[src/rtl/scn_sched_pkg.sv]
// Shared types and default timing constants for the static-screen draw scheduler.
package scn_sched_pkg;

  localparam int SCN_W = 4;

  localparam int HOLDOFF_CYC_DEF = 34816;
  localparam int SETUP_CYC_DEF   = 4096;
  localparam int PULSE_CYC_DEF   = 4096;
  localparam int FIFO_DEPTH_DEF  = 4;
  localparam int TIMEOUT_CYC_DEF = 25000000;

  typedef enum logic [2:0] {
    ST_HOLDOFF,
    ST_IDLE,
    ST_SETUP,
    ST_PULSE,
    ST_WAIT,
    ST_DONE
  } sched_state_t;

  function automatic int max3(input int a, input int b, input int c);
    int m;
    m = (a > b) ? a : b;
    return (m > c) ? m : c;
  endfunction

endpackage

[src/rtl/scn_req_fifo.sv]
// Small synchronous request FIFO; DEPTH must be a power of two.
module scn_req_fifo #(
  parameter int DEPTH = 4,
  parameter int W     = 4
) (
  input  logic                   clk,
  input  logic                   rst,
  input  logic                   push,
  input  logic [W-1:0]           push_data,
  input  logic                   pop,
  output logic [W-1:0]           head,
  output logic                   full,
  output logic                   empty,
  output logic [$clog2(DEPTH):0] level
);

  localparam int AW = $clog2(DEPTH);

  logic [W-1:0]  mem [DEPTH];
  logic [AW-1:0] wr_ptr;
  logic [AW-1:0] rd_ptr;
  logic [AW:0]   cnt;
  logic          do_push;
  logic          do_pop;

  assign full    = (cnt == (AW+1)'(DEPTH));
  assign empty   = (cnt == '0);
  assign do_push = push & ~full;
  assign do_pop  = pop & ~empty;
  assign head    = mem[rd_ptr];
  assign level   = cnt;

  always_ff @(posedge clk) begin
    if (do_push) mem[wr_ptr] <= push_data;
  end

  always_ff @(posedge clk) begin
    if (rst) begin
      wr_ptr <= '0;
      rd_ptr <= '0;
      cnt    <= '0;
    end else begin
      if (do_push) wr_ptr <= wr_ptr + AW'(1);
      if (do_pop)  rd_ptr <= rd_ptr + AW'(1);
      cnt <= cnt + (AW+1)'(do_push) - (AW+1)'(do_pop);
    end
  end

endmodule

[src/rtl/scn_draw_sched.sv]
// Round-robin request scheduler and init_draw sequencer for draw_scn.
// Define SCN_SCHED_TIMEOUT_EN to add the done_draw watchdog and err_timeout.
//
// state   | meaning
// HOLDOFF | post-reset LCD hold-off, requests still accepted
// IDLE    | waiting for a queued request; pops head into opt_scn
// SETUP   | opt_scn stable before init_draw
// PULSE   | init_draw high
// WAIT    | waiting for a fresh done_draw rise
// DONE    | one-cycle draw_done_p
module scn_draw_sched
  import scn_sched_pkg::*;
#(
  parameter int HOLDOFF_CYC = HOLDOFF_CYC_DEF,
  parameter int SETUP_CYC   = SETUP_CYC_DEF,
  parameter int PULSE_CYC   = PULSE_CYC_DEF,
  parameter int FIFO_DEPTH  = FIFO_DEPTH_DEF,
  parameter int TIMEOUT_CYC = TIMEOUT_CYC_DEF
) (
  input  logic                        clk,
  input  logic                        rst,
  input  logic                        req0_valid,
  input  logic [SCN_W-1:0]            req0_scn,
  output logic                        req0_ready,
  input  logic                        req1_valid,
  input  logic [SCN_W-1:0]            req1_scn,
  output logic                        req1_ready,
  output logic [SCN_W-1:0]            opt_scn,
  output logic                        init_draw,
  input  logic                        done_draw,
  output logic                        busy,
  output logic [SCN_W-1:0]            cur_scn,
  output logic                        draw_done_p,
  output logic [$clog2(FIFO_DEPTH):0] fifo_level
`ifdef SCN_SCHED_TIMEOUT_EN
  ,
  output logic                        err_timeout
`endif
);

  localparam int CNT_W = $clog2(max3(HOLDOFF_CYC, max3(SETUP_CYC, PULSE_CYC, 1), TIMEOUT_CYC)) + 1;
  localparam logic [CNT_W-1:0] HOLD_LD  = CNT_W'(HOLDOFF_CYC - 1);
  localparam logic [CNT_W-1:0] SETUP_LD = CNT_W'(SETUP_CYC - 1);
  localparam logic [CNT_W-1:0] PULSE_LD = CNT_W'(PULSE_CYC - 1);
`ifdef SCN_SCHED_TIMEOUT_EN
  localparam logic [CNT_W-1:0] TOUT_LD  = CNT_W'(TIMEOUT_CYC - 1);
`endif

  sched_state_t     state_q, state_d;
  logic [CNT_W-1:0] tmr_q, tmr_d;
  logic [SCN_W-1:0] scn_q, scn_d;
  logic             done_q;
  logic             rr_q;
  logic             done_rise;

  logic             grant0, grant1;
  logic             push, pop;
  logic [SCN_W-1:0] push_scn;
  logic [SCN_W-1:0] fifo_head;
  logic             fifo_full, fifo_empty;

`ifdef SCN_SCHED_TIMEOUT_EN
  logic err_q, err_d;
  assign err_timeout = err_q;
`endif

  // rr_q = 1 means requester 1 wins a tie
  always_comb begin
    grant0 = 1'b0;
    grant1 = 1'b0;
    if (!rst && !fifo_full) begin
      if (req0_valid && (!req1_valid || !rr_q)) grant0 = 1'b1;
      else if (req1_valid)                      grant1 = 1'b1;
    end
  end

  assign req0_ready = grant0;
  assign req1_ready = grant1;
  assign push       = grant0 | grant1;
  assign push_scn   = grant0 ? req0_scn : req1_scn;
  assign done_rise  = done_draw & ~done_q;

  scn_req_fifo #(
    .DEPTH (FIFO_DEPTH),
    .W     (SCN_W)
  ) u_fifo (
    .clk       (clk),
    .rst       (rst),
    .push      (push),
    .push_data (push_scn),
    .pop       (pop),
    .head      (fifo_head),
    .full      (fifo_full),
    .empty     (fifo_empty),
    .level     (fifo_level)
  );

  always_comb begin
    state_d = state_q;
    tmr_d   = (tmr_q == '0) ? '0 : tmr_q - CNT_W'(1);
    scn_d   = scn_q;
    pop     = 1'b0;
`ifdef SCN_SCHED_TIMEOUT_EN
    err_d   = err_q;
`endif
    case (state_q)
      ST_HOLDOFF: if (tmr_q == '0) state_d = ST_IDLE;
      ST_IDLE: begin
        if (!fifo_empty) begin
          pop     = 1'b1;
          scn_d   = fifo_head;
          tmr_d   = SETUP_LD;
          state_d = ST_SETUP;
        end
      end
      ST_SETUP: begin
        if (tmr_q == '0) begin
          tmr_d   = PULSE_LD;
          state_d = ST_PULSE;
        end
      end
      ST_PULSE: begin
        if (tmr_q == '0) begin
`ifdef SCN_SCHED_TIMEOUT_EN
          tmr_d   = TOUT_LD;
`endif
          state_d = ST_WAIT;
        end
      end
      ST_WAIT: begin
        if (done_rise) begin
          state_d = ST_DONE;
`ifdef SCN_SCHED_TIMEOUT_EN
        end else if (tmr_q == '0) begin
          state_d = ST_DONE;
          err_d   = 1'b1;
`endif
        end
      end
      ST_DONE: state_d = ST_IDLE;
      default: state_d = ST_HOLDOFF;
    endcase
  end

  always_ff @(posedge clk) begin
    if (rst) begin
      state_q <= ST_HOLDOFF;
      tmr_q   <= HOLD_LD;
      scn_q   <= '0;
      done_q  <= 1'b0;
      rr_q    <= 1'b0;
`ifdef SCN_SCHED_TIMEOUT_EN
      err_q   <= 1'b0;
`endif
    end else begin
      state_q <= state_d;
      tmr_q   <= tmr_d;
      scn_q   <= scn_d;
      done_q  <= done_draw;
      if (push) rr_q <= grant0;
`ifdef SCN_SCHED_TIMEOUT_EN
      err_q   <= err_d;
`endif
    end
  end

  assign opt_scn     = scn_q;
  assign cur_scn     = scn_q;
  assign init_draw   = (state_q == ST_PULSE);
  assign busy        = (state_q != ST_IDLE);
  assign draw_done_p = (state_q == ST_DONE);

endmodule
[config.mk]
export PLATFORM = sky130hd
export DESIGN_NAME = scn_draw_sched
export DESIGN_NICKNAME = d
export VERILOG_FILES = /design/src/rtl/scn_sched_pkg.sv /design/src/rtl/scn_req_fifo.sv /design/src/rtl/scn_draw_sched.sv
export SDC_FILE = /design/constraint.sdc
export NUM_CORES = 1
export LEC_CHECK = 0
export CAP_MARGIN = 20
export CORE_ASPECT_RATIO = 1.5
export CORE_MARGIN = 2
export CORE_UTILIZATION = 50
export CTS_BUF_LIST = sky130_fd_sc_hd__clkbuf_8
export DETAILED_ROUTE_END_ITERATION = 8
export PLACE_DENSITY = 0.72
export RECOVER_POWER = 100
export REMOVE_ABC_BUFFERS = 1
export SLEW_MARGIN = 20
export SYNTH_ARGS = -nofsm -noshare
export SYNTH_HDL_FRONTEND = slang
export SYNTH_SLANG_ARGS = --single-unit
[constraint.sdc]
create_clock -name clk -period 2.9 [get_ports clk]
set_clock_uncertainty 0.1 [all_clocks]
set_input_delay 0.435 -clock clk [delete_from_list [all_inputs] [get_ports clk]]
set_output_delay 0.435 -clock clk [all_outputs]
set_load 0.02 [all_outputs]
After elaboration in Yosys (flattened, before gate mapping). Memory sizes are Yosys's and may differ from the RTL's. A register that Yosys moved wholly into a read port is not among the register bits. Index checks and enable logic that the tools add are counted. Widths: inputs -> output; s select.

Reduce and logical (&&, ||, !) cells: 12. Bitwise operators: 7. Equal/unequal tests: 12. Mux-type cells: 20. Add/subtract/negate cells: 5.

Operator list (number): $mux 26 (3); $pmux 26 s2 (1); $logic_not 26->1 (1); $sub 26x1->26 const B (1); $pmux 3 s6 (1); $mux 3 (5); $eq 3x3->1 const B (3); $mux 1 (9); $ne 2x2->1 const B (4); $eq 3x2->1 const B (2); $logic_not 3->1 (2); $reduce_and 5->1 (1); $add 2x1->2 const B (2); $logic_not 1->1 (4); $mux 4 (1); $add 3x1->3 (1); $and 1x1->1 (3); $eq 3x1->1 const B (1); $ne 3x1->1 const B (1); $not 1->1 (3); $sub 3x1->3 (1); $logic_and 1x1->1 (2); $ne 2x1->1 const B (1); $reduce_and 2->1 (1); other kinds (2) (2).

Memory bits (writable): 16. Bits in registers: 38. Memories kept: 1.

Memory list: u_fifo.mem (words 4, bits a word 4, rd ports 1, clocked after memory_dff 1, write ports 1, line scn_req_fifo.sv:19) `logic [W-1:0] mem [DEPTH];`.

Longest topological paths before layout.
Depth after elaboration: 9. Mapped depth: 9.

Cells and area by module. Synthesis repeated with hierarchy kept, for this count alone.

Cells, all modules: 281. Area total of the unflattened synthesis: 2821.5 um^2.

Modules (own cells, without submodules): scn_draw_sched (times used 1, seq. area each 700.7 um^2, cells an instance 210, area each 1769.2 um^2); scn_req_fifo (times used 1, seq. area each 660.6 um^2, cells an instance 71, area each 1052.3 um^2).

Worst setup path after synthesis. Ideal clock, no wire load.

Path kind: register to register. Start point: reg u_fifo.cnt[1], in the netlist u_fifo.level[1]. End point: reg u_fifo.cnt[1], in the netlist u_fifo.level[1]. Arrival: 2.181 ns. Stages on the path, launching flop included: 8. Buffers on the path: 0. Path slack: 0.491 ns. Data required time: 2.672 ns. Path through: dfxtp_1 -> nor3_1 -> nor3_2 -> ha_1 -> inv_1 -> ha_1 -> fa_1 -> nor2b_1.

RTL lines: from (decl) (line scn_req_fifo.sv:22) `logic [AW:0] cnt;`; from (signal assigned) (line scn_req_fifo.sv:45) `cnt <= cnt + (AW+1)'(do_push) - (AW+1)'(do_pop);`; $logic_not 3->1 (line scn_req_fifo.sv:27) `assign empty = (cnt == '0);`; $mux 1 (line scn_draw_sched.sv:109) `if (!fifo_empty) begin`; $mux 1 (line scn_draw_sched.sv:106) `case (state_q)`; net pop (line scn_draw_sched.sv:57) `logic push, pop;`; $and 1x1->1 (line scn_req_fifo.sv:29) `assign do_pop = pop & ~empty;`; $sub 3x1->3 (line scn_req_fifo.sv:45).

The timed path passes the listed nets, and every way through them passes these cells. A chain may end at the register's enable or synchronous reset.

Worst setup path after layout.
Start point: in rst. End point: out req0_ready.

Longest elaborated chain between the ends: 3.

RTL lines: from (decl) (line scn_draw_sched.sv:21) `input logic rst,`; $logic_not 1->1 (line scn_draw_sched.sv:71) `if (!rst && !fifo_full) begin`; $logic_and 1x1->1 (line scn_draw_sched.sv:71); $mux 1 (line scn_draw_sched.sv:71); to (decl) (line scn_draw_sched.sv:24) `output logic req0_ready,`.

No other way between the ends.

==> metrics.md <==
| Metric | Value |
|---|---|
| Vias post-DR | 1933 |
| Max Clock Freq | 0.367 GHz |
| CP Class | input pin to primary output |
| Vias per cell | 5.21 |
| Diode count | 0 |
| FF+latch count, synth | 58 |
| Layout area overhead | 17.3% |
| Critical path capture point type | primary output |
| Routability cong. | 0.729 |
| Final Hold Fails | 0 |
| Initial antenna violation count | 0 |
| Biggest area consumer among synthesized cells | dfxtp_1 |
| Die X | 65.0 microns |
| Max-slew violations | 0 |
| Total track usage | 0.189 |
| Sequential area share after synthesis | 0.474 |
| Net Sw Frac | 0.236 |
| Drt pass-1 iters | 4 |
| Nets | 318 |
| Clk pwr share | 0.399 |
| Finished Core Util | 0.604 |
| Syn Inst Count | 265 |
| Critical Path RT | 2.37 ns |
| Post-route ant nets | 0 |
| CTS Buf Count | 9 |
| Slew @ Worst Pin | 0.744 ns |
| RSZ-0062 raised after global routing | false |
| Multi-input gate area | 1310 sq um |
| Pint | 1.32 mW |
| Period utilisation layout | 0.940 |
| Primary FF master, synth | dfxtp_1 |
| Hold Path Class | flop to flop |
| Vias in the first global route | 1946 |
| Startpoint types | input pin |
| Die Area | 6200 sq um |
| GRT overflow | 0 |
| Crit path time final | 2.73 ns |
| Post_cts resized | 0 |
| Fill count | 488 |
| Worst skew pair latency | 0.33 ns |
| Peak supply drop | 0.330 mV |
| Core Area | 5410 sq um |
| Clk slew on worst S/H paths | 0.06 ns |
| Synth top area share | 0.302 |
| PwrDens | 530 nW/um^2 |
| Post-place setup slack | 0.310 ns |
| Port Buffer Count | 28 |
| Drc violations | 0 |
| Worst setup margin | 0.174 ns |
| Die height | 95.5 microns |
| Crit Path Max Fanout | 3 |
| NetSw | 0.410 mW |
| Ys Warns | 0 |
| Pin count of the biggest net entering global routing | 19 |
| Routed length per placed instance | 13.8 microns |
| Drt initial violations | 65 |
| Sequential Power Share | 0.512 |
| CTS max path bufs | 2 |
| Total area of sequential cells | 1320 sq um |
| Most frequent cells in the layout | 42 x dfxtp_1, 41 x nor2_1, 17 x xnor2_1 |
| Combinational fraction of design power | 0.089 |
| Synth top area cells | dfxtp_1 30%, edfxtp_1 17%, nor2_1 5.5% |
| Most common cell after layout, fill and taps aside | dfxtp_1 |
| Total negative slack | 0 ns |
| Leakage Power | 1.19 nW |
| FFs w/ async S/R, synth | 0 |
| Run status | finished, final reports clean |
| Critical path arrival | 2.19 ns |
| DP HPWL | 3.81 mm |
| Initial Utilization | 0.515 |
| CTS Hold Bufs | 0 |
| Max Cap Viol | 0 |
| Relative slew slack | 0.501 |
| Boundary pin count | 29 |
| Root buf cell | clkbuf_8 |
| Synthesized area per cell | 10.5 sq um |
| Number of flops mapped to enable cells by yosys | 16 |
| Clk sinks | 58 |
| Post-CTS Setup Inserts | 0 |
| Routed wire length | 5.14 mm |
| Row Count | 33 |
| First-pass GRT wire length | 8.70 mm |
| Post-synth cell types | 55 |
| Share of cells above drive strength 1 | 0.0997 |
| Setup violations, final | 0 |
| CTS tree | yes |
| Post-synthesis cell area | 2790 sq um |
| # H-tree levels | 3 |
cell families (layout without fill, tap and decap cells):
kind of cell | Yosys count | in the layout | share of synthesized area
AO/OA/AOI/OAI | 27 | 27 | 0.0583
buffers and inverters | 28 | 64 | 0.0534
adder cells (fa/ha/maj) | 9 | 9 | 0.0431
flip-flops | 58 | 58 | 0.474
XOR/XNOR | 27 | 27 | 0.0848
multiplexers | 14 | 14 | 0.0700
AND/OR/NAND/NOR | 102 | 102 | 0.216
state kept, by name, summed over array words and instances, names as in the netlist:
register	count
state_q	3
done_q	1
u_fifo.mem	16
u_fifo.rd_ptr	2
u_fifo.wr_ptr	2
cur_scn	4
u_fifo.level	3
rr_q	1
tmr_q	26
power by group through the flow:
stage | Clock (mW) | Sequential, mW | Combinational [mW]
after floorplan | 0 | 0.907 | 0.0881
after global placement | 0 | 0.903 | 0.160
after detailed placement | 0 | 0.904 | 0.164
after CTS | 0.714 | 0.887 | 0.165
after global routing | 0.747 | 0.889 | 0.174
final | 0.692 | 0.886 | 0.155
stage by stage:
step	power [mW]	instance area (sq um)	std cells	hold WS, ns
floorplan	0.995	2680	249	0.343
global placement	1.06	3110	355	0.367
detailed placement	1.07	3110	355	0.368
CTS	1.77	3300	371	0.380
global route	1.81	3270	371	0.395
finish	1.73	3270	371	0.375
critical path: stages:
cell             delay [ns]
dlygate4sd3_1          0.59
a31oi_1                0.26
and3_1                 0.28
clkdlybuf4s50_1        0.63
cell usage after synthesis (3+ instances only):
master / count
xor2_1: 10
nor2_1: 41
o21ai_0: 5
ha_1: 8
buf_4: 4
edfxtp_1: 16
nor3_1: 9
o21ai_1: 5
mux2i_1: 6
nand2_1: 6
clkbuf_1: 6
and3_1: 3
mux4_2: 4
mux2_2: 4
dfxtp_1: 42
xnor2_1: 17
a21oi_1: 7
and2_1: 5
nor2b_1: 4
inv_1: 12
nand2b_1: 3
nand3_1: 4
area by class of cell:
type | instances | area share
clock inverters | 7 | 0.0184
well taps | 70 | 0.0268
inverters | 12 | 0.0138
multi-input cells | 179 | 0.401
flip-flops and latches | 58 | 0.404
repair buffers | 36 | 0.0984
clock buffers | 9 | 0.0379
final timing paths:
| check | startpoint | endpoint | slack (ns) | depth (start not counted) |
|---|---|---|---|---|
| setup / recovery | rst | req0_ready | 0.17 | 4 |
| hold / removal | tmr_q[17] | tmr_q[17] | 0.37 | 2 |
| setup reg to reg | tmr_q[18] | state_q[0] | 0.37 | 6 |
| hold reg to reg | tmr_q[17] | tmr_q[17] | 0.37 | 2 |
per-layer routing:
metal	vias to the layer above	global-route usage	wire length, microns
met3	11	0.0531	176
met1	912	0.186	1880
met5	-	0	0
met4	0	0.0887	120
met2	37	0.359	2960
li1	973	-	-
(Power assumes the default switching activity.)
